## src/rtl/pc_redirect_unit_pkg.sv

```systemverilog
// pc_redirect_unit_pkg: shared widths, EXE correction codes and in-flight queue entry type
package pc_redirect_unit_pkg;
    localparam int unsigned AW_DEF    = 10;
    localparam int unsigned DEPTH_DEF = 4;
    localparam logic [1:0]  CORR_CNI  = 2'b10;
    localparam logic [1:0]  CORR_PBT  = 2'b11;
    typedef struct packed {
        logic [AW_DEF-1:0] pc;
        logic              pred;
        logic [AW_DEF-1:0] pbt;
    } entry_t;
endpackage

```

## src/rtl/inflight_queue.sv

```systemverilog
// inflight_queue: circular buffer of fetched words with push, pop, clear and drop of the youngest entry
module inflight_queue
    import pc_redirect_unit_pkg::*;
#(
    parameter int unsigned DEPTH = DEPTH_DEF
) (
    input  logic                       clk,
    input  logic                       rst,
    input  logic                       push_i,
    input  logic                       pop_i,
    input  logic                       clear_i,
    input  logic                       drop_i,
    input  entry_t                     din_i,
    output entry_t                     head_o,
    output logic [$clog2(DEPTH):0]     count_o
);
    localparam int unsigned PW = $clog2(DEPTH);
    localparam int unsigned CW = PW + 1;
    logic [PW-1:0] head_q, head_d, tail_q, tail_d, wr_idx;
    logic [CW-1:0] count_q, count_d;
    entry_t        mem_q [DEPTH];
    // a dropped youngest slot is immediately reused by the push in the same cycle
    always_comb begin
        wr_idx  = tail_q - PW'(drop_i);
        head_d  = clear_i ? '0 : head_q + PW'(pop_i);
        tail_d  = clear_i ? '0 : wr_idx + PW'(push_i);
        count_d = clear_i ? '0 : count_q - CW'(pop_i) - CW'(drop_i) + CW'(push_i);
    end
    always_ff @(posedge clk) begin
        if (rst) begin
            head_q  <= '0;
            tail_q  <= '0;
            count_q <= '0;
        end else begin
            head_q  <= head_d;
            tail_q  <= tail_d;
            count_q <= count_d;
        end
    end
    always_ff @(posedge clk) begin
        if (push_i && !clear_i) mem_q[wr_idx] <= din_i;
    end
    assign head_o  = mem_q[head_q];
    assign count_o = count_q;
endmodule

```

## src/rtl/pc_redirect_unit.sv

```systemverilog
// pc_redirect_unit: fetch PC register with IF/ID/EXE redirect priority, in-flight tracking, flush and mispredict stats
module pc_redirect_unit
    import pc_redirect_unit_pkg::*;
#(
    parameter int unsigned AW       = AW_DEF,
    parameter int unsigned DEPTH    = DEPTH_DEF,
    parameter logic [AW-1:0] RESET_PC = '0,
    parameter int unsigned CNT_W    = 16
) (
    input  logic                   CLK,
    input  logic                   rst,
    input  logic                   en,
    input  logic                   stall,
    input  logic                   if_prediction,
    input  logic [AW-1:0]          if_PBT,
    input  logic                   id_is_jump,
    input  logic                   id_jump_in_bht,
    input  logic [AW-1:0]          id_branchtarget,
    input  logic                   exe_valid,
    input  logic [AW-1:0]          exe_PC,
    input  logic [1:0]             exe_correction,
    input  logic [AW-1:0]          exe_PBT,
    input  logic [AW-1:0]          exe_CNI,
    output logic [AW-1:0]          pc,
    output logic                   flush,
    output logic [$clog2(DEPTH):0] q_count,
    output logic                   trk_error,
    output logic [CNT_W-1:0]       mispredict_cnt
);
    localparam int unsigned CW = $clog2(DEPTH) + 1;
    logic             advance, exe_redir, id_redir, pop_req, pop, drop, push_req, push;
    logic [CW-1:0]    count, cnt_after_pop;
    entry_t           head, din;
    logic [AW-1:0]    pc_q, pc_d;
    logic             flush_hold_q, flush_hold_d, trk_error_q, trk_error_d;
    logic [CNT_W-1:0] cnt_q, cnt_d;
    logic             unused_head;
    assign din = '{pc: pc_q, pred: if_prediction, pbt: if_PBT};
    assign unused_head = ^{head.pred, head.pbt};
    // a full queue only refuses a push when nothing left it this cycle
    always_comb begin
        advance       = en && !stall;
        exe_redir     = advance && exe_correction[1];
        id_redir      = advance && !exe_correction[1] && id_is_jump && !id_jump_in_bht;
        pop_req       = advance && exe_valid;
        pop           = pop_req && count != '0;
        cnt_after_pop = count - CW'(pop);
        drop          = id_redir && cnt_after_pop != '0;
        push_req      = advance && !exe_redir;
        push          = push_req && (cnt_after_pop - CW'(drop)) != CW'(DEPTH);
        pc_d          = !advance                    ? pc_q :
                        exe_correction == CORR_CNI  ? exe_CNI :
                        exe_correction == CORR_PBT  ? exe_PBT :
                        id_redir                    ? id_branchtarget :
                        if_prediction               ? if_PBT : pc_q + AW'(1);
        flush_hold_d  = advance ? exe_redir : flush_hold_q;
        cnt_d         = cnt_q + CNT_W'(exe_redir && cnt_q != '1);
        trk_error_d   = trk_error_q || (pop_req && count == '0) ||
                        (pop && head.pc != exe_PC) || (push_req && !push);
    end
    always_ff @(posedge CLK) begin
        if (rst) begin
            pc_q         <= RESET_PC;
            flush_hold_q <= 1'b0;
            trk_error_q  <= 1'b0;
            cnt_q        <= '0;
        end else begin
            pc_q         <= pc_d;
            flush_hold_q <= flush_hold_d;
            trk_error_q  <= trk_error_d;
            cnt_q        <= cnt_d;
        end
    end
    inflight_queue #(.DEPTH(DEPTH)) u_queue (
        .clk     (CLK),
        .rst     (rst),
        .push_i  (push),
        .pop_i   (pop),
        .clear_i (exe_redir),
        .drop_i  (drop),
        .din_i   (din),
        .head_o  (head),
        .count_o (count)
    );
    assign pc             = pc_q;
    assign flush          = exe_redir || flush_hold_q;
    assign q_count        = count;
    assign trk_error      = trk_error_q;
    assign mispredict_cnt = cnt_q;
endmodule

```

## config.mk

```make
export PLATFORM = sky130hd
export DESIGN_NAME = pc_redirect_unit
export DESIGN_NICKNAME = d
export VERILOG_FILES = /design/src/rtl/pc_redirect_unit_pkg.sv /design/src/rtl/inflight_queue.sv /design/src/rtl/pc_redirect_unit.sv
export SDC_FILE = /design/constraint.sdc
export NUM_CORES = 1
export LEC_CHECK = 0
export ABC_AREA = 0
export CAP_MARGIN = 15
export CORE_MARGIN = 3
export CORE_UTILIZATION = 49
export DETAILED_ROUTE_END_ITERATION = 10
export PLACE_DENSITY_LB_ADDON = 0.25
export SYNTH_ARGS = -nofsm -noshare
export SYNTH_HDL_FRONTEND = slang
export SYNTH_SLANG_ARGS = --single-unit
```

## constraint.sdc

```tcl
create_clock -name CLK -period 5 [get_ports CLK]
set_input_delay 0.5 -clock CLK [delete_from_list [all_inputs] [get_ports CLK]]
set_output_delay 0.5 -clock CLK [all_outputs]
set_load 0.05 [all_outputs]
```

==> Word level (Yosys, flattened, before mapping) <==
Memory sizes are Yosys's and may differ from the RTL's. A register that Yosys moved wholly into a read port is not among the register bits.
Index checks and enable logic that the tools add are counted.
{ "totals": {"register_bits": 35, "latchBits": 0, "ramBits": 84, "rom_bits": 0, "inputBits": 60, "output_inout_bits": 31, "n_memories": 1} }
{ "op_classes": {"add_sub_neg": 8, "n_mul": 0, "div_mod_pow": 0, "n_lt_le_gt_ge": 0, "n_eq_ne": 5, "n_shift": 0, "n_mux": 7, "bitwise_logic": 0, "n_reduce_logical": 28} }
{ "mem_list": {"columns": ["name", "depth", "word_bits", "rd", "rd_clocked_by_memory_dff", "wr", "line", "source"], "rows": [
  ["u_queue.mem_q", 4, 21, 1, 1, 1, "inflight_queue.sv:21", "entry_t mem_q [DEPTH];"]
]} }
{ "op_table": {"columns": ["operator", "n"], "rows": [
  ["2-to-1 mux 10 bit", 4],
  ["adder 16 x 1 -> 16 bit", 1],
  ["!= test 16 bit, second input constant", 1],
  ["logical AND 1 bit", 15],
  ["adder 10 x 1 -> 10 bit, second input constant", 1],
  ["!= test 10 bit", 1],
  ["nonzero test 3 bit", 2],
  ["subtractor 3 x 1 -> 3 bit", 2],
  ["logical NOT 1 bit", 5],
  ["adder 2 x 1 -> 2 bit", 2],
  ["equality test 2 bit, second input constant", 2],
  ["logical OR 1 bit", 4],
  ["adder 3 x 1 -> 3 bit", 1],
  ["logical NOT 3 bit", 1],
  ["!= test 3 bit, second input constant", 1],
  ["2-to-1 mux 1 bit", 2],
  ["2-to-1 mux 2 bit", 1],
  ["OR reduction 2 bit", 1],
  ["subtractor 2 x 1 -> 2 bit", 1]
]} }

==> Logic depth before layout (Yosys ltp) <==
{ "depth": {"depth_word": 13, "mapped_depth": 14, "ltp_nobuf": 14} }

==> Hierarchy <==
From an unflattened synthesis, not the netlist that was laid out.
{ "unflattened": {"hier_cells": 382, "hier_area_um2": 5335.1} }
{ "by_module_without_submodules": {"columns": ["module", "n_inst", "cells_each", "area_each_um2", "seq_area_each_um2"], "rows": [
  ["inflight_queue", 1, 150, 3438.3, 2662.6],
  ["pc_redirect_unit", 1, 232, 1896.8, 560.5]
]} }

==> Worst setup path before layout <==
OpenSTA, ideal clock, no wires.
{ "synth_timing": {"kind": "register to register", "start": "register u_queue.count_q[0], in the netlist u_queue.count_o[0]", "end": "memory u_queue.mem_q[1][11] in the netlist's numbering, enable pin", "arrival_ns": 3.274, "path_slack_ns": 1.336, "path_stages_with_launch": 12, "n_path_buf": 0, "synth_period_minus_slack_ns": 3.664, "cell_sequence": "dfxtp_1 -> nor3_1 -> nor3_1 -> ha_1 -> xnor2_1 -> a31oi_1 -> ha_1 -> ha_1 -> xor3_1 -> and3_1 -> nand2b_1 -> nor3_1"} }
{ "synth_between": {"elab_chain_len": 11, "word_cells_on_any_way": 12, "cone_classes": "add/sub (3); eq/ne (1); mux (2); reduce/logical (6)"} }
{ "synth_lines": {"columns": ["item", "line", "source"], "rows": [
  ["from (decl)", "inflight_queue.sv:20", "logic [CW-1:0] count_q, count_d;"],
  ["from (signal assigned)", "inflight_queue.sv:37", "count_q <= count_d;"],
  ["nonzero test 3 bit", "pc_redirect_unit.sv:46", "pop = pop_req && count != '0;"],
  ["logical AND 1 bit", "pc_redirect_unit.sv:46", null],
  ["subtractor 3 x 1 -> 3 bit (*)", "pc_redirect_unit.sv:47", "cnt_after_pop = count - CW'(pop);"],
  ["nonzero test 3 bit", "pc_redirect_unit.sv:48", "drop = id_redir && cnt_after_pop != '0;"],
  ["logical AND 1 bit", "pc_redirect_unit.sv:48", null],
  ["subtractor 3 x 1 -> 3 bit", "pc_redirect_unit.sv:50", "push = push_req && (cnt_after_pop - CW'(drop)) != CW'(DEPTH);"],
  ["!= test 3 bit", "pc_redirect_unit.sv:50", null],
  ["logical AND 1 bit", "pc_redirect_unit.sv:50", null],
  ["logical AND 1 bit", "inflight_queue.sv:41", "if (push_i && !clear_i) mem_q[wr_idx] <= din_i;"],
  ["2-to-1 mux 1 bit", "inflight_queue.sv:41", null],
  ["2-to-1 mux 1 bit (implied by the code)", "inflight_queue.sv:41", null],
  ["to (decl)", "inflight_queue.sv:21", null]
]} }
Every way passes the cells marked *; elsewhere a longest branch is shown, timed or not.

==> Worst setup path in the final report <==
{ "layout_timing": {"start": "input en", "end": "memory u_queue.mem_q[0][11] in the netlist's numbering, enable pin"} }
{ "layout_between": {"elab_chain_len": 12, "word_cells_on_any_way": 19, "cone_classes": "add/sub (3); eq/ne (1); mux (2); reduce/logical (13)"} }
{ "layout_lines": {"columns": ["item", "line", "source"], "rows": [
  ["from (decl)", "pc_redirect_unit.sv:12", "input logic en,"],
  ["logical AND 1 bit (*)", "pc_redirect_unit.sv:42", "advance = en && !stall;"],
  ["logical AND 1 bit", "pc_redirect_unit.sv:45", "pop_req = advance && exe_valid;"],
  ["logical AND 1 bit", "pc_redirect_unit.sv:46", null],
  ["subtractor 3 x 1 -> 3 bit", "pc_redirect_unit.sv:47", null],
  ["nonzero test 3 bit", "pc_redirect_unit.sv:48", null],
  ["logical AND 1 bit", "pc_redirect_unit.sv:48", null],
  ["subtractor 3 x 1 -> 3 bit", "pc_redirect_unit.sv:50", null],
  ["!= test 3 bit", "pc_redirect_unit.sv:50", null],
  ["logical AND 1 bit", "pc_redirect_unit.sv:50", null],
  ["logical AND 1 bit", "inflight_queue.sv:41", null],
  ["2-to-1 mux 1 bit", "inflight_queue.sv:41", null],
  ["2-to-1 mux 1 bit (implied by the code)", "inflight_queue.sv:41", null]
]} }
Marks and branches as above.

==> metrics.csv <==
metric,value,unit
Synth top cells by count,"40 x edfxtp_1, 35 x dfxtp_1, 31 x nand2_1",
cell row count,31,
Worst Tran Pin Value,0.820,ns
CP top delay family,simple AND/OR/NAND/NOR gates,
Post-Syn Nets,416,
WHS,0.459,ns
fill cell count,548,
CTS Hold Bufs,0,
Synth-to-Final Area Change,33.1,%
port bufs,90,
min cycle time layout,4.00,ns
Netlist Area Pre-Place,3760,um^2
Die H,93.6,um
drt pass-1 iters,6,
Max Fclk,250,MHz
DRC,0,
ANT nets after route,0,
fin crit share,80.0,%
Pwr per Cell Area,288,nW/um^2
synth unique cells,49,
RR Startpoint,u_queue.count_o[0]$_SDFF_PP0_,
"Primary FF master, synth",edfxtp_1,
Worst setup EP type,flip-flop,
Core Area,7330,um^2
Seq cells post-synth,75,
H-tree depth,3,
TritonCTS Sinks,75,
final hold violations,0,
final WL,9.22,mm
xor and xnor area share after synthesis,7.85,%
VDD IR max,0.174,mV
Ys Warns,0,
max cap viols,0,
WS Path Type,in2reg,
Post-Place Cells,525,
R2R cell count,13,
via/cell ratio,5.58,
share of layout cells above drive strength 1,6.33,%
die width,93.6,um
Design Power,1.44,mW
CTS tree,done,
HPWL Detailed,6.59,mm
Worst Hold Depth,2,
cell-by-cell trace of the critical path,clkdlybuf4s50_1 -> nor3b_1 -> nand2_1 -> a31oi_1 -> ha_1 -> ha_1 -> xor3_1 -> and3_1 -> nand2b_1 -> inv_1 -> nand2_1 -> nor2_1,
"Seq/Total Area, Yosys",50.6,%
critical path peak fanout,10,
Hold Crit Class,reg2reg,
Worst Path Required,4.96,ns
startpoint types,input pin,
GR Overflow Total,0,
Bufs and invs on worst path,2,
"Slowest-stage cell, CP",nor2_1,
DIE AREA,8760,um^2
area fraction in compound gates after synthesis,10.1,%
max incr delay on CP,0.63,ns
leading area contributor after synthesis,edfxtp_1,
top-area cell type share of the netlist area,31.9,%
largest net degree at the start of global routing,31,
TritonCTS Buffers,9,
placed cell areas,4740,um^2
Skew-Pair Late Insertion Delay,0.34,ns
skew final,0.0114,ns
largest family of logic cells by synthesized area,simple AND/OR/NAND/NOR gates,
Worst slew margin,45.1,%
simple-gate portion of the synthesized area,16.0,%
Reg2Reg Capture Point,u_queue.mem_q[0][11]$_DFFE_PP_,
max-slew violation count,0,
Post-synth EDFFs,40,
worst hold path startpoint,flush_hold_q$_SDFFE_PP0N_,
post-route insts no fill,541,
setup violators final,0,
initial antenna violation count,0,
setup_tns,0,ns
worst hold endpoint,flush_hold_q$_SDFFE_PP0N_,
portion of netlist area occupied by mux cells,9.55,%
Max clock buf depth,2,
Synth Area in Adders,3.00,%
vias in the first global route,2958,
gr usage total,21.9,%
routability cong.,0.861,
effective utilization at floorplan,51.3,%
root buffer cell,clkbuf_8,
most frequent cell after synthesis,edfxtp_1,
via count,3019,
wire per inst,17.0,um
status,completed,
Ant. Diodes,0,
post-synthesis instance total,347,
ys async rst share,0,%
DR iter-0 viols,185,
critical path arrival,3.97,ns
static leakage,1.75,nW
largest cells by area after synthesis,"edfxtp_1 32%, dfxtp_1 19%, mux2i_1 5.1%",
first-pass GRT wire length,14.8,mm
R2R Setup Slk,1.26,ns
RSZ-0062 raised after global routing,no,
number of top-level pins,91,
Post-Synthesis Mean Instance Area,10.8,um^2
Post-CTS Setup Bufs,0,
CTS clock-pin slew for the worst setup and hold paths,0.07,ns
cts repair resizes,0,
"Net count, final",506,
Final Cell Area,5000,um^2
## placed cells by master (no fill, tap or decap), types with 6 or more instances in the layout
| cell type | instances |
|---|---|
| clkdlybuf4s50_1 | 90 |
| edfxtp_1 | 40 |
| dfxtp_1 | 35 |
| nand2_1 | 31 |
| nor2_1 | 29 |
| xor2_1 | 19 |
| mux2i_1 | 19 |
| a21oi_1 | 18 |
| nor3_1 | 14 |
| xnor2_1 | 12 |
| o21ai_0 | 11 |
| inv_1 | 10 |
| ha_1 | 9 |
| clkbuf_8 | 9 |
| nand4_1 | 8 |
| nand3_1 | 8 |
| nand2b_1 | 7 |
| a211oi_1 | 6 |
## per-layer routing
metal  global-route usage [%]  vias up  wire [um]
li1                         -     1449          -
met5                        0        -          0
met4                     8.18        0        175
met1                     29.5     1436       4130
met3                     4.51       18        601
met2                     34.7      116       4310
## flip-flops by register name, summed over array words and instances (netlist names)
signal,flops
u_queue.mem_q,40
mispredict_cnt,16
pc,10
u_queue.count_o,3
u_queue.head_q,2
u_queue.tail_q,2
flush_hold_q,1
trk_error,1
## worst max path at each step
stage                                          end                           from  depth (start not counted)  slack [ns]
global placement    u_queue.mem_q[0][15]$_DFFE_PP_                          stall                         14        0.94
floorplan           u_queue.mem_q[1][11]$_DFFE_PP_  u_queue.count_o[0]$_SDFF_PP0_                         11        1.34
finish              u_queue.mem_q[0][11]$_DFFE_PP_                             en                         12         1.0
global route        u_queue.mem_q[0][11]$_DFFE_PP_                             en                         12        0.69
CTS                 u_queue.mem_q[0][11]$_DFFE_PP_                             en                         12        0.99
detailed placement  u_queue.mem_q[0][15]$_DFFE_PP_                          stall                         14        0.75
## worst register-to-register path, cell delays in order (launching register included)
cell	delay [ns]
dfxtp_1	0.35
nor3_1	0.37
nor3_1	0.13
ha_1	0.24
xnor2_1	0.14
a31oi_1	0.26
ha_1	0.23
ha_1	0.16
xor3_1	0.25
and3_1	0.22
nand2b_1	0.21
inv_1	0.12
nand2_1	0.07
nor2_1	0.63
## where the power goes
group	switching, mW	internal (mW)	total (mW)
Clock	0.225	0.365	0.590
Sequential	0.0184	0.660	0.678
Combinational	0.0863	0.0881	0.174
Total	0.330	1.11	1.44
## final cells by class
cell class | instances | area, um^2 | area share, %
Inverter | 10 | 37.5 | 0.750
Sequential cell | 75 | 1900 | 38.0
Multi-Input combinational cell | 247 | 1750 | 35.0
Clock inverter | 5 | 108 | 2.15
Clock buffer | 11 | 153 | 3.05
Timing Repair Buffer | 94 | 931 | 18.6
Tap cell | 99 | 124 | 2.48
## logic make-up after synthesis
group                      count (synthesis)
DFF                                       75
muxes                                     27
AOI/OAI and AO/OA                         59
and+or+nand+nor                          120
buffers and inverters                     25
xor gates and xnor gates                  32
adders and majority gates                  9
## stage by stage
step	setup slack (ns)	util (%)
6_report	0.999	68.3
5_1_grt	0.689	68.3
4_1_cts	0.989	68.3
3_5_place_dp	0.753	64.7
3_3_place_gp	0.939	64.7
2_1_floorplan	1.34	-
Power figures use the tool's default switching activity.
